--- src/rtl/uart_rx_ext.sv ---
// UART receive engine: oversampled deframing with majority-vote bit decisions,
// run-time selectable parity, configurable stop bits and a valid/ready output
// register that reports framing/parity status and drops words on overrun.
//
// state  | meaning
// -------+-----------------------------------------------------------------
// IDLE   | waiting for a falling edge on the synchronised line
// START  | counting to mid start bit; a high line there is a false start
// DATA   | deciding DBIT data bits, LSB first
// PARITY | deciding the parity bit (only when parity was latched as on)
// STOP   | deciding STOP_BITS stop bits, then completing the word
module uart_rx_ext #(
  parameter int DBIT       = 8,
  parameter int OVERSAMPLE = 16,
  parameter int STOP_BITS  = 1
) (
  input  logic            clk,
  input  logic            rst,
  input  logic            sample_tick,
  input  logic            rx,
  input  logic [1:0]      parity_mode,
  output logic [DBIT-1:0] dout,
  output logic            dout_valid,
  input  logic            dout_ready,
  output logic            frame_err,
  output logic            parity_err,
  output logic            overrun,
  output logic            rx_busy
);

  localparam int CW = $clog2(OVERSAMPLE);
  localparam int BW = $clog2(DBIT);
  localparam logic [CW-1:0] CNT_MID  = CW'(OVERSAMPLE / 2 - 1);
  localparam logic [CW-1:0] CNT_V0   = CW'(OVERSAMPLE - 3);
  localparam logic [CW-1:0] CNT_V1   = CW'(OVERSAMPLE - 2);
  localparam logic [CW-1:0] CNT_LAST = CW'(OVERSAMPLE - 1);
  localparam logic [BW-1:0] BIT_LAST = BW'(DBIT - 1);
  localparam logic          STOP_LAST = 1'(STOP_BITS - 1);

  typedef enum logic [2:0] {IDLE, START, DATA, PARITY, STOP} state_t;

  state_t          state;
  logic            rx_s1, rx_s2, rx_h;
  logic [CW-1:0]   cnt;
  logic [BW-1:0]   bit_idx;
  logic            stop_idx;
  logic [1:0]      mode_l;
  logic [DBIT-1:0] shreg;
  logic            s0, s1;
  logic            par_acc, par_bad, frm_bad;
  logic            start_edge, vote, par_en;

  assign start_edge = rx_h & ~rx_s2;
  // s0/s1 hold the two earlier samples; the third is the line at decision time
  assign vote       = (s0 & s1) | (s0 & rx_s2) | (s1 & rx_s2);
  assign par_en     = (mode_l == 2'b01) || (mode_l == 2'b10);

  // Synchroniser, deframing FSM and output register in one sequential block
  always_ff @(posedge clk) begin
    if (rst) begin
      state      <= IDLE;
      rx_s1      <= 1'b1;
      rx_s2      <= 1'b1;
      rx_h       <= 1'b1;
      cnt        <= '0;
      bit_idx    <= '0;
      stop_idx   <= 1'b0;
      mode_l     <= 2'b00;
      shreg      <= '0;
      s0         <= 1'b1;
      s1         <= 1'b1;
      par_acc    <= 1'b0;
      par_bad    <= 1'b0;
      frm_bad    <= 1'b0;
      dout       <= '0;
      dout_valid <= 1'b0;
      frame_err  <= 1'b0;
      parity_err <= 1'b0;
      overrun    <= 1'b0;
      rx_busy    <= 1'b0;
    end else begin
      rx_s1   <= rx;
      rx_s2   <= rx_s1;
      rx_h    <= rx_s2;
      overrun <= 1'b0;
      if (dout_valid && dout_ready) dout_valid <= 1'b0;

      unique case (state)
        IDLE: begin
          if (start_edge) begin
            cnt     <= '0;
            mode_l  <= parity_mode;
            rx_busy <= 1'b1;
            state   <= START;
          end
        end
        START: begin
          if (sample_tick) begin
            if (cnt == CNT_MID) begin
              cnt <= '0;
              if (rx_s2) begin
                rx_busy <= 1'b0;
                state   <= IDLE;
              end else begin
                bit_idx  <= '0;
                stop_idx <= 1'b0;
                par_acc  <= 1'b0;
                par_bad  <= 1'b0;
                frm_bad  <= 1'b0;
                state    <= DATA;
              end
            end else begin
              cnt <= cnt + 1'b1;
            end
          end
        end
        default: begin
          if (sample_tick) begin
            if (cnt == CNT_V0) s0 <= rx_s2;
            if (cnt == CNT_V1) s1 <= rx_s2;
            if (cnt != CNT_LAST) begin
              cnt <= cnt + 1'b1;
            end else begin
              cnt <= '0;
              case (state)
                DATA: begin
                  shreg   <= {vote, shreg[DBIT-1:1]};
                  par_acc <= par_acc ^ vote;
                  bit_idx <= bit_idx + 1'b1;
                  if (bit_idx == BIT_LAST) state <= par_en ? PARITY : STOP;
                end
                PARITY: begin
                  // mode_l[1] is 1 for odd parity, flipping the expected XOR
                  par_bad <= par_acc ^ vote ^ mode_l[1];
                  state   <= STOP;
                end
                default: begin
                  if (!vote) frm_bad <= 1'b1;
                  if (stop_idx == STOP_LAST) begin
                    // leave at mid stop bit so a back-to-back start edge is seen
                    rx_busy <= 1'b0;
                    state   <= IDLE;
                    if (!dout_valid || dout_ready) begin
                      dout       <= shreg;
                      frame_err  <= frm_bad | ~vote;
                      parity_err <= par_bad;
                      dout_valid <= 1'b1;
                    end else begin
                      overrun <= 1'b1;
                    end
                  end else begin
                    stop_idx <= stop_idx + 1'b1;
                  end
                end
              endcase
            end
          end
        end
      endcase
    end
  end

endmodule
--- config.mk ---
export PLATFORM = sky130hd
export DESIGN_NAME = uart_rx_ext
export DESIGN_NICKNAME = d
export VERILOG_FILES = /design/src/rtl/uart_rx_ext.sv
export SDC_FILE = /design/constraint.sdc
export NUM_CORES = 1
export LEC_CHECK = 0
export CAP_MARGIN = 40
export CORE_UTILIZATION = 40
export DETAILED_ROUTE_END_ITERATION = 16
export SETUP_SLACK_MARGIN = 0.1
export SLEW_MARGIN = 40
export SYNTH_ARGS = -nofsm -noshare
export SYNTH_HDL_FRONTEND = slang
export SYNTH_SLANG_ARGS = --single-unit
--- constraint.sdc ---
create_clock -name clk -period 1.9 [get_ports clk]
set_clock_uncertainty 0.15 [all_clocks]
set_input_delay 0.38 -clock clk [delete_from_list [all_inputs] [get_ports clk]]
set_output_delay 0.38 -clock clk [all_outputs]
set_load 0.01 [all_outputs]
---- Yosys cells after proc, flatten, opt, wreduce, memory -nomap -nowiden ----
Cells that the tools add are included.
cells by class
  add/sub/neg operators ................... 3
  bitwise operators ....................... 17
  mux-type cells .......................... 62
  magnitude comparators ................... 0
  equal/unequal tests ..................... 23
  multiply operators ...................... 0
  shift-type cells ........................ 0
  div/mod/pow operators ................... 0
  reductions and logical operators ........ 23
operators with widths
  operator             number
  $mux 3               14
  $mux 1               33
  $reduce_and 6->1     4
  $mux 4               5
  $pmux 3 s2           3
  $reduce_and 7->1     2
  $ne 2x2->1 const B   5
  $pmux 1 s2           5
  $ne 3x1->1 const B   3
  $reduce_and 3->1     3
  $eq 4x4->1 const B   2
  $not 1->1            8
  $pmux 4 s2           1
  $reduce_and 8->1     1
  $reduce_or 8->1      1
  $eq 3x2->1 const B   2
  $ne 2x1->1 const B   3
  $reduce_bool 2->1    3
  $ne 5x1->1 const B   1
  $add 4x1->4 const B  1
  $and 1x1->1          4
  $eq 4x3->1 const B   1
  $ne 4x2->1 const B   1
  $ne 4x4->1 const B   1
  16 further kinds     21
word-level totals
  output and inout port bits .............. 13
  memories kept ........................... 0
  logic and storage cells ................. 148
  register bits after elaboration ......... 42
  input port bits ......................... 7
  bits in latches ......................... 0
  RAM bits ................................ 0
  bits in read-only memories .............. 0

---- Longest topological paths before layout ----
Gate-level depths: netlist of the first run.
  depth after elaboration ................. 9
  mapped depth ............................ 6
  mapped depth without buffers ............ 6

---- Worst setup path before layout of the first run ----
OpenSTA, ideal clock, no wires.
  path kind ............................... flip-flop to flip-flop
  start ................................... register cnt[0]
  end ..................................... register state[2]
  cell stages (with the launch flop) ...... 6
  path buffers ............................ 0
  required time ........................... 1679 ps
  clock period less this slack ............ 1730 ps
  slack ................................... 170 ps
  data arrival time ....................... 1510 ps
  setup time .............................. 71 ps
  cells stage by stage .................... dfxtp_1 ha_1 and3_1 o211ai_2 or4_1 a21oi_1
on the way
  word-level cells in the longest chain between the ends .. 3
  elaborated cells between the ends (all ways) .. 5
  those cells by class .................... eq/ne (4); reduce/logical (1)
RTL lines
  element                                                    line     text
  from (decl)                                                44       logic [CW-1:0] cnt;
  from (signal assigned)                                     113      cnt <= cnt + 1'b1;
  from (signal assigned)                                     122      cnt <= cnt + 1'b1;
  $ne 4x4->1 or $eq 4x3->1 (tied branches)                   121, 99
  $ne 3x1->1 (no source line) or $ne 2x2->1 (tied branches)  --
  $reduce_and 7->1 (no source line) (*)                      --
  to (signal assigned)                                       130      if (bit_idx == BIT_LAST) state <= par_en ? PARITY : STOP;
  to (decl)                                                  42       state_t state;
Mark *: on every way between the ends. The rest lies on a longest branch, timed or not.
A chain may end at the register's enable or synchronous reset.

---- Worst setup path after layout of the first run ----
  start ................................... register dout[4]
  end ..................................... output port dout[4]
RTL lines
  element                 line  text
  from (decl)             22    output logic [DBIT-1:0] dout,
  from (signal assigned)  144   dout <= shreg;
No word-level cell between the ends.

==> results list, run 1 <==
- The flow ran to the end, and the final reports show no timing, DRC or antenna violations.
- Worst reg2reg startpoint: cnt[0]$_SDFFE_PP0P_
* Initial DRT Pass Iterations: 4
- Final setup violation count: 0
- The worst-case IR drop observed on VDD is 0.457 mV.
* # diodes: 0
- Hold is met by 0.267 ns.
- The worst hold path begins at rx_s1$_SDFF_PP1_.
* First-pass GRT wire length: 6240 µm
* Detailed placer's ending HPWL: 2580 µm
- Share of flip-flops with an asynchronous set or reset: 0%
- Dividing the synthesized area by the synthesized cell count gives 9.24 µm².
- Tracing the worst setup path back leads to its startpoint at dout[4]$_SDFFE_PP0P_.
- In the final routed layout, each cell accounts on average for 12.9 µm.
- In the synthesized netlist the dominant register cell turns out to be dfxtp_1.
* Clock transition time at the flip-flop clock pins of the worst setup and hold paths: 0.08 ns
- Critical register-to-register path endpoint: state[2]$_SDFFE_PP0P_
- Global routing finished with a remaining overflow of 0.
- Average via count per standard cell: 5.22
- Number of instances in the synthesized netlist: 196
- The count of buffers added on input and output ports is 19.
- With fillers left out, the area of the finished cells amounts to 0.00233 mm².
- The worst pin sits at a relative slew slack of 68.4%.
- Sorting the synthesized cells by area gives the leading types as dfxtp_1, mux2i_1, nor2_1.
* Number of enable-type register cells in the synthesized netlist: 0
- Fraction of final layout cells with drive strength greater than 1: 17.3%
- Global routing consumed, over all layers together, 16.1% of the routing resources.
- Depth of the most critical reg-to-reg path: 5
- Buffer and inverter count on the worst path: 1
- Hold EP: rx_s2$_SDFF_PP1_
- Highest clock rate: 579 MHz
- The tool flagged a number of max-cap violations equal to 0.
* Met2 usage in global routing: 25.8%
* Global route hottest layer: met2
* Number of synthesized register bits: 41
- Worst Path Required: 1.37 ns
* Type of element launching the critical path: flop
- The clock drives 41 sinks.
- In the post-synthesis netlist, the cell with the most instances is dfxtp_1.
* P per Cell Area: 718 mW/mm²
- Count of vias placed by the detailed router: 1,452
- The largest total area in the synthesized netlist belongs to dfxtp_1.
- TritonCTS built the clock tree.
* Fillcell total: 369
* Post-CTS setup repair buffer count: 0
* Number of stages on the worst hold path: 1
- Across all setup checks in the final design, the least slack found is 0.173 ns.
- Counting every net in the synthesized netlist gives 208.
* Largest net degree at the start of global routing: 25
* Number of unique standard cell types used by synthesis: 42
- Broken down by cell family, the worst path's largest delay share belongs to buffers and inverters.
* Synthesis Warnings: 0
- H-tree levels: 2
- The worst path needs 1.73 ns of the cycle, external delays included.
- RSZ-0062 raised after global routing: false
* Final wirelength: 3600 µm
* Antenna violations before repair: 0
- Ordered list of cells on the worst path: clkdlybuf4s50_1
- For this block, the initial DRC count from the detailed router was 101.
- Height of the chip: 69.3 µm
* Leakage power summed over all cells: 0.837 nW
* Worst Path Class, Setup: reg -> out
- The commonest cells after synthesis are dfxtp_1, nor2_1, mux2i_1.
* Clock Latency Late Sink: 0.29 ns
- Post-Place Worst Slack: -0.152 ns
* Cell Rows: 24
- Once placement finished, the instance area stood at 0.00215 mm².
- Signal arrival time at the worst endpoint: 1.20 ns
- Number of nets still failing antenna checks after routing: 0
* Endpoint class of the critical path: output pin
* Floorplan die width: 69.3 µm
- NumNets Final: 237
- Library cell contributing the largest single delay on the critical path: clkdlybuf4s50_1
* Post-route DRC violation count: 0
- The tightest min-delay check is of the reg -> reg type.
- Area overhead of the layout relative to synthesis: 28.8%
- The congestion estimate from routability-driven global placement came to 0.790.
- Slew at the pin closest to its max-slew limit: 0.469 ns
* Number of CTS-inserted buffers: 5
- Measured on the finished design, the core utilization comes to 53.6%.
- Number of global-route vias before repair: 1,383
* Share of the synthesized area in the top cell type: 45.3%
- Largest fanout on the critical path: 2
- In this design, the stage delay of the slowest critical-path cell is 0.55 ns.
* Met3 layer usage reported by global route: 4.94%
- Summing every instance area after synthesis gives 0.00181 mm².
- After synthesis, flip-flops and latches occupy 45.3% of the total area.
- Final worst-path cycle share: 90.9%
* Final count of pins violating max slew: 0
- The design draws 1.68 mW.
- Largest buffer count on any clock path: 2
- The setup check on the worst reg-to-reg path leaves a slack of 0.19 ns.
* Root buffer selected by CTS: clkbuf_8
* Global routing met1 resource utilization: 20.6%
* Area enclosed by the die boundary: 0.00480 mm²
- The count of final hold-check violations is 0.
- For this configuration, the core starts out at a cell density of 41.6%.
- In this run the standard cell core region covers 0.00435 mm².
- During I/O placement, the number of pins put on the boundary was 20.
## power by group
group	internal (mW)	switching (mW)
registers	0.865	0.00686
logic	0.0414	0.0393
clock network	0.428	0.294
## cells by family (layout without fill, tap and decap cells)
family	Yosys count	after routing	synth area share (%)
buf+inv	19	49	4.90
flops	41	41	45.3
compound gates	31	31	11.5
fa+ha+maj	6	6	4.01
simple gates	76	76	21.8
mux	20	20	11.0
xor+xnor	3	3	1.45
## worst max path at each step
stage,to,depth (start not counted)
floorplan,state[2]$_SDFFE_PP0P_,5
global placement,state[2]$_SDFFE_PP0P_,5
detailed placement,state[2]$_SDFFE_PP0P_,5
CTS,state[2]$_SDFFE_PP0P_,4
global route,par_bad$_SDFFE_PP0P_,5
finish,dout[4],1
## layer usage
layer / routed length (µm) / vias up
met5: 0 / -
met4: 50 / 0
met3: 142 / 5
met2: 1650 / 36
met1: 1750 / 670
li1: - / 741
## registers in the layout, indices dropped and copies added, names as in the netlist, 2 cells and up
| signal | flops |
|---|---|
| dout | 8 |
| mode_l | 2 |
| cnt | 4 |
| state | 3 |
| shreg | 8 |
| bit_idx | 3 |
## cells in the final DEF, fill, tap and decap left out, types with 2 or more instances in the layout
cell / count
dfxtp_1: 38
nor2_1: 28
mux2i_1: 18
clkdlybuf4s50_1: 18
nand2_1: 12
a21oi_1: 12
buf_4: 11
inv_1: 7
nand3_1: 6
clkbuf_8: 6
o21ai_0: 4
ha_1: 4
o21a_1: 3
nand3b_1: 3
a22oi_1: 3
nor3_1: 3
or2_2: 3
nand4_1: 3
dfxtp_2: 3
buf_12: 3
nor3_2: 2
xnor2_1: 2
nand4b_1: 2
and2_1: 2
or4_1: 2
a31oi_1: 2
mux2i_2: 2
## per-stage QoR
| stage | std cells | setup TNS, ns |
|---|---|---|
| floorplan | 196 | 0 |
| global placement | 269 | -2.54 |
| detailed placement | 269 | -2.92 |
| CTS | 277 | 0 |
| global route | 278 | 0 |
| finish | 278 | 0 |
## layout make-up
type	count	area [µm²]	area share, %
clock buffers	7	86.3	3.70
clock inverters	1	30.0	1.29
inverters	7	26.3	1.13
multi-input cells	136	941	40.3
flip-flops and latches	41	825	35.3
well taps	52	65.1	2.79
repair buffers	34	360	15.4
## what timing repair did
item	4_1_cts	5_1_grt
hold buffers	0	0
pin swaps	0	1
gates resized for setup	1	11
gates cloned	0	1
setup endpoints to repair	1	15
(Power assumes the default switching activity.)
==> inputs of run 2 (changes only) <==
--- a/config.mk
+++ b/config.mk
@@ -5,7 +5,7 @@
 export SDC_FILE = /design/constraint.sdc
 export NUM_CORES = 1
 export LEC_CHECK = 0
-export CAP_MARGIN = 40
+export CORE_MARGIN = 3
 export CORE_UTILIZATION = 40
 export DETAILED_ROUTE_END_ITERATION = 16
 export SETUP_SLACK_MARGIN = 0.1
==> constraint.sdc (replaced) <==
create_clock -name clk -period 1.9 [get_ports clk]
set_clock_uncertainty 0.15 [all_clocks]
set_input_delay 0.38 -clock clk [delete_from_list [all_inputs] [get_ports clk]]
set_output_delay 0.38 -clock clk [all_outputs]
set_load 0.005 [all_outputs]
==> results list, run 2 (synthesis gave the netlist of run 1 again) <==
- Outcome: finished, final reports clean
* Maximum vdd drop: 0.368 mV
* Library cell contributing the largest single delay on the critical path: or4_1
- Type of element launching the critical path: flop
* NumNets Final: 235
- The repair_antennas step left the layout with diodes totalling 0.
- RSZ-0062 raised after global routing: false
- Count of clock tree sinks: 41
- Counting cells, the worst reg-to-reg path comes to 5.
- Area overhead of the layout relative to synthesis: 25.9%
- Largest fanout on the critical path: 4
* Worst-case setup margin in the final layout: 0.204 ns
- By startpoint and endpoint, the worst setup path is classified as reg -> reg.
* Detailed placer's ending HPWL: 2550 µm
* Root buffer selected by CTS: clkbuf_8
- Source of the critical timing path: cnt[0]$_SDFFE_PP0P_
- Average wire per cell in the routed design: 13.2 µm
* Ordered list of cells on the worst path: ha_4 -> and4b_2 -> nand2_1 -> or4_1 -> a21oi_1
- Counting I/O delays and the setup requirement, the final critical path takes 1.70 ns.
- Before antenna repair, the detailed router went through 4 iterations.
- Placed cells: 266
- Slowest stage delay, CP: 0.47 ns
* Number of primary I/O pins: 20
* CTS tree: done
* Routability Congestion: 0.736
- Largest net degree at the start of global routing: 41
* Signal arrival time at the worst endpoint: 1.77 ns
- Average via count per standard cell: 5.36
* Final core occ: 54.7%
* First-pass GRT wire length: 6370 µm
* Worst reg2reg startpoint: cnt[0]$_SDFFE_PP0P_
- Starting density of the core: 43.4%
- P per Cell Area: 733 mW/mm²
* Number of CTS-inserted buffers: 5
- Fraction of final layout cells with drive strength greater than 1: 15.6%
- Based on the critical path, the design can be clocked at up to 590 MHz.
- The max-slew violation total from the final report came to 0.
- The count of nets left with antenna violations once routing finished came out at 0.
- Largest buffer count on any clock path: 2
* Leakage power summed over all cells: 0.816 nW
- For this run, the total global-route usage over all layers was measured as 15.0%.
- Height of the chip: 73.3 µm
* Final worst-path cycle share: 89.3%
- The worst setup path is captured at a flop.
- Worst Path Required: 1.98 ns
* Post-route DRC violation count: 0
- H-tree levels: 2
- The count of final hold-check violations is 0.
- Final setup violation count: 0
- After clock tree synthesis, the clock-pin slew on the worst setup and hold paths is 0.08 ns.
* Count of placed standard cells in the final layout, fillers left out: 274
- In this run the tightest slew margin relative to its limit is 70.5%.
- In this run the horizontal extent of the chip is 73.3 µm.
- Maximum Capacitance Violations: 0
- The final layout contains routed wiring with a total length of 3620 µm.
- For the worst-skew pair, the clock arrives at the later sink with an insertion delay of 0.29 ns.
* Most frequent cells in the layout: dfxtp_1, nor2_1, mux2i_1
- Slew at the pin closest to its max-slew limit: 0.437 ns
- Cell Rows: 23
* Worst Setup EP: par_bad$_SDFFE_PP0P_
- Largest registers: dout x8, shreg x8, cnt x4
- The die covers 0.00537 mm².
* Antenna violations before repair: 0
- Before CTS, the worst setup slack after placement is -0.183 ns.
- Commonest non-fill, non-tap cell in the layout: dfxtp_1
- Minimum setup slack among reg-to-reg paths: 0.20 ns
- Buffers on Ports: 19
- Total grt overflow: 0
- Critical register-to-register path endpoint: par_bad$_SDFFE_PP0P_
- Number of violations reported at the end of detailed-routing iteration 0: 84
- The tightest min-delay check is of the reg -> reg type.
* Count of vias placed by the detailed router: 1,470
- The via count of the first global-routing pass is 1,464.
- The floorplan step defined a core boundary enclosing 0.00417 mm².
* Tot Pwr: 1.67 mW
==> run 2: worst min path at each step <==
stage | start | end | slack (ns) | cells past startpoint
2_1_floorplan | rx_s1$_SDFF_PP1_ | rx_s2$_SDFF_PP1_ | 0.24 | 1
3_3_place_gp | rx_s1$_SDFF_PP1_ | rx_s2$_SDFF_PP1_ | 0.24 | 1
3_5_place_dp | rx_s1$_SDFF_PP1_ | rx_s2$_SDFF_PP1_ | 0.25 | 1
4_1_cts | rx_s1$_SDFF_PP1_ | rx_s2$_SDFF_PP1_ | 0.27 | 1
5_1_grt | rx_s1$_SDFF_PP1_ | rx_s2$_SDFF_PP1_ | 0.30 | 1
6_report | rx_s1$_SDFF_PP1_ | rx_s2$_SDFF_PP1_ | 0.27 | 1
==> run 2: where the power goes <==
| part | internal [mW] | switching, mW |
|---|---|---|
| Sequential | 0.864 | 0.00715 |
| Clock | 0.427 | 0.299 |
| Combinational | 0.0378 | 0.0371 |
| Total | 1.33 | 0.343 |
==> run 2: area by class of cell <==
type                       instances  area, µm²
fill                             374       1890
multi-input combinational        136        926
sequential                        41        827
timing repair buffer              32        319
clock buffer                       6       82.6
tap                               50       62.6
clock inverter                     2       37.5
inverter                           7       26.3
==> run 2: routing by layer <==
layer	vias up	global-route usage, %	share of wire, %
li1	745	-	-
met1	681	18.8	48
met2	42	23.8	46
met3	2	5.34	5.6
met4	0	5.63	0.50
met5	-	0	0
==> run 2: what timing repair did <==
item	4_1_cts	5_1_grt
pin swaps	0	2
cloned	0	0
buffers inserted	0	0
gates resized for setup	2	9
hold buffers	0	0
setup endpoints to repair	10	19
==> run 2: metrics by stage <==
stage                     area (µm²)  TNS [ns]  hold WS [ns]
after CTS                       2250         0         0.273
after detailed placement        2120     -2.46         0.252
final                           2280         0         0.267
after global placement          2120     -2.29         0.243
after global routing            2280         0         0.298
after floorplan                 1810         0         0.239
==> run 2: worst max-delay path, delay by kind of cell, from the launching register on <==
| kind | cells | cell delay, ns |
|---|---|---|
| and+or+nand+nor | 3 | 0.80 |
| DFF | 1 | 0.38 |
| adders and majority gates | 1 | 0.16 |
| AOI/OAI and AO/OA | 1 | 0.14 |
==> RTL edit, RTL diff (config.mk and constraints of run 2) <==
Encoding of `state_t`: now one-hot (5 bits for 5 states).
--- a/src/rtl/uart_rx_ext.sv
+++ b/src/rtl/uart_rx_ext.sv
@@ -38,5 +38,5 @@
   localparam logic          STOP_LAST = 1'(STOP_BITS - 1);
 
-  typedef enum logic [2:0] {IDLE, START, DATA, PARITY, STOP} state_t;
+  typedef enum logic [4:0] {IDLE = 5'b00001, START = 5'b00010, DATA = 5'b00100, PARITY = 5'b01000, STOP = 5'b10000} state_t;
 
   state_t          state;
Behaviour: same outputs for any inputs over 10 cycles, from zero or initial values and one cycle with rst high; not proved beyond that.
==> RTL edit against run 2 <==
Die area is 14% higher; synthesized area grew 16%; non-clock buffer count rose by 33; sequential cell count up 2; critical endpoint unchanged; maximum frequency fell by 6.3%; cell area rose by 27%; critical path depth is the same; setup slack got worse by 0.11 ns; wire length grew 36%; largest cell class unchanged.
Power is not compared: it rests on default switching activity, and its combinational part moved more than twofold at a synthesized area within 25%.
==> RTL edit: results (changes against run 2) <==
| Metric | Value |
|---|---|
| H-tree levels | 2 (unchanged) |
| Post-Layout Cell Count | 353 (+29%) |
| Layout cells sized above 1 | 31.5% (+16 points) |
| Measured slew at the worst slew-check pin | 0.376 ns (-0.0613 ns) |
| Largest regs | dout x8, shreg x8, state x5 |
| Routability cong. | 0.817 (+11%) |
| Max rail drop VDD | about 0.00034 V |
| Layout filler cell count | 424 (+13%) |
| Leak pwr | 1.22 nW |
| Final net count | 297 (+26%) |
| Clock buffer depth | 2 (unchanged) |
| First-pass GRT wire length | 8290 um (+30%) |
| Area contributors post-synth | dfxtp_1 (41%), mux2i_1 (10%), nor2_1 (6.1%), ha_1 (3.0%), a21oi_1 (2.4%) |
| DRT Pass-1 Iters | 4 (unchanged) |
| Placed cell area | 2580 um2 (+22%) |
| CP Data Arrival Time | 1.89 ns (+0.12 ns) |
| Initial antenna violation count | 0 (unchanged) |
| Placed Instances | 335 (+26%) |
| Ys Warns | 0 (unchanged) |
| DRT Wirelength | 4930 um (+36%) |
| Starting DRT DRC Count | 67 (-20%) |
| CP peak stage delay | 0.39 ns (-0.08 ns) |
| CTS clock-pin slew for the worst setup and hold paths | around 0.09 ns |
| Via count | 1788 (+22%) |
| Number of global-route vias before repair | 1734 (+18%) |
| Asr flop ratio synth | 0% (unchanged) |
| Mapped Cells | 227 (+16%) |
| CTS root buf | clkbuf_8 |
| Seq/Total Area, Yosys | 41.0% (-4.3 points) |
| Synthesized Nets | 239 (+15%) |
| Post-synth top cells | dfxtp_1 (43), nor2_1 (34), mux2i_1 (22) |
| Largest net degree at the start of global routing | 33 (-20%) |
| All-layer global routing usage | 16.8% (+1.8 points) |
| Most used flip-flop cell after synthesis | dfxtp_1 |
| P_sw | slightly above 0.4 mW |
| Clock Latency Late Sink | roughly 0.3 ns |
| Ant diodes | 0 (unchanged) |
| I/O Buffers | 19 (unchanged) |
| Post-DP HPWL | 3350 um (+31%) |
| Worst min path class | reg2reg |
| Worst path slowest cell | dfxtp_4 |
| Crit-path max FO | 7 (+3) |
| Status | complete, no violations |
| Synth unique cells | 52 (+24%) |
| CTS buffer count | 5 (unchanged) |
-- RTL edit: metal layers --
metal	part of all wire (%)	wire, um	track usage [%]
met5	0	0	0
met4	1.8	89	6.29
met2	45	2240	25.6
met1	49	2440	23.3
met3	3.5	171	3.67
-- RTL edit: final timing paths --
check	slack (ns)	cells after the start	to	from
hold reg to reg	0.28	1	rx_s2	rx_s1
setup / recovery	0.09	5	par_bad	state[2]
setup reg to reg	0.09	5	par_bad	state[2]
hold / removal	0.28	1	rx_s2	rx_s1
-- RTL edit: cells by family (layout without fill, tap and decap cells) --
group           count (synthesis)  in the layout  share of synthesized area [%]
simple gates                   88             88                           23.9
xor+xnor                        6              6                           2.50
compound gates                 40             40                           13.7
fa+ha+maj                       6              6                           3.46
flops                          43             43                           41.0
mux                            22             22                           10.5
buf+inv                        22             81                           4.95
-- RTL edit: worst max-delay path: cells and delay by family (launching register included) --
family          cells  cell delay (ns)
compound gates      2             0.21
flops               1             0.39
simple gates        3             1.02
-- RTL edit: repair_timing --
item / 4_1_cts / 5_1_grt
endpoints found under the setup margin: 30 / 24
gates resized for setup: 25 / 16
gates cloned: 0 / 1
pin swaps: 7 / 8
buffers inserted: 7 / 2
-- RTL edit: area by class of cell --
cell class / instances / area, um2 / area share, %
well taps: 67 / 83.8 / 2.89
flip-flops and latches: 43 / 873 / 30.1
clock buffers: 6 / 72.6 / 2.50
clock inverters: 2 / 12.5 / 0.431
inverters: 8 / 30.0 / 1.03
repair buffers: 65 / 571 / 19.6
multi-input cells: 162 / 1260 / 43.4
-- RTL edit: stage by stage --
step	power [mW]	setup slack (ns)	setup TNS (ns)	utilization, %
3_3_place_gp	1.09	-0.366	-5.91	52.9
4_1_cts	1.68	0.0959	0	58.0
2_1_floorplan	1.02	0.0864	0	-
3_5_place_dp	1.09	-0.414	-7.04	52.9
5_1_grt	1.75	-0.00790	-0.00790	59.5
6_report	1.67	0.0891	0	59.5
-- RTL edit: power groups by stage --
stage / Clock (mW) / Sequential, mW / Combinational, mW
detailed placement: 0 / 0.940 / 0.152
CTS: 0.598 / 0.918 / 0.168
global placement: 0 / 0.939 / 0.152
global route: 0.638 / 0.920 / 0.192
floorplan: 0 / 0.939 / 0.0829
finish: 0.571 / 0.919 / 0.177
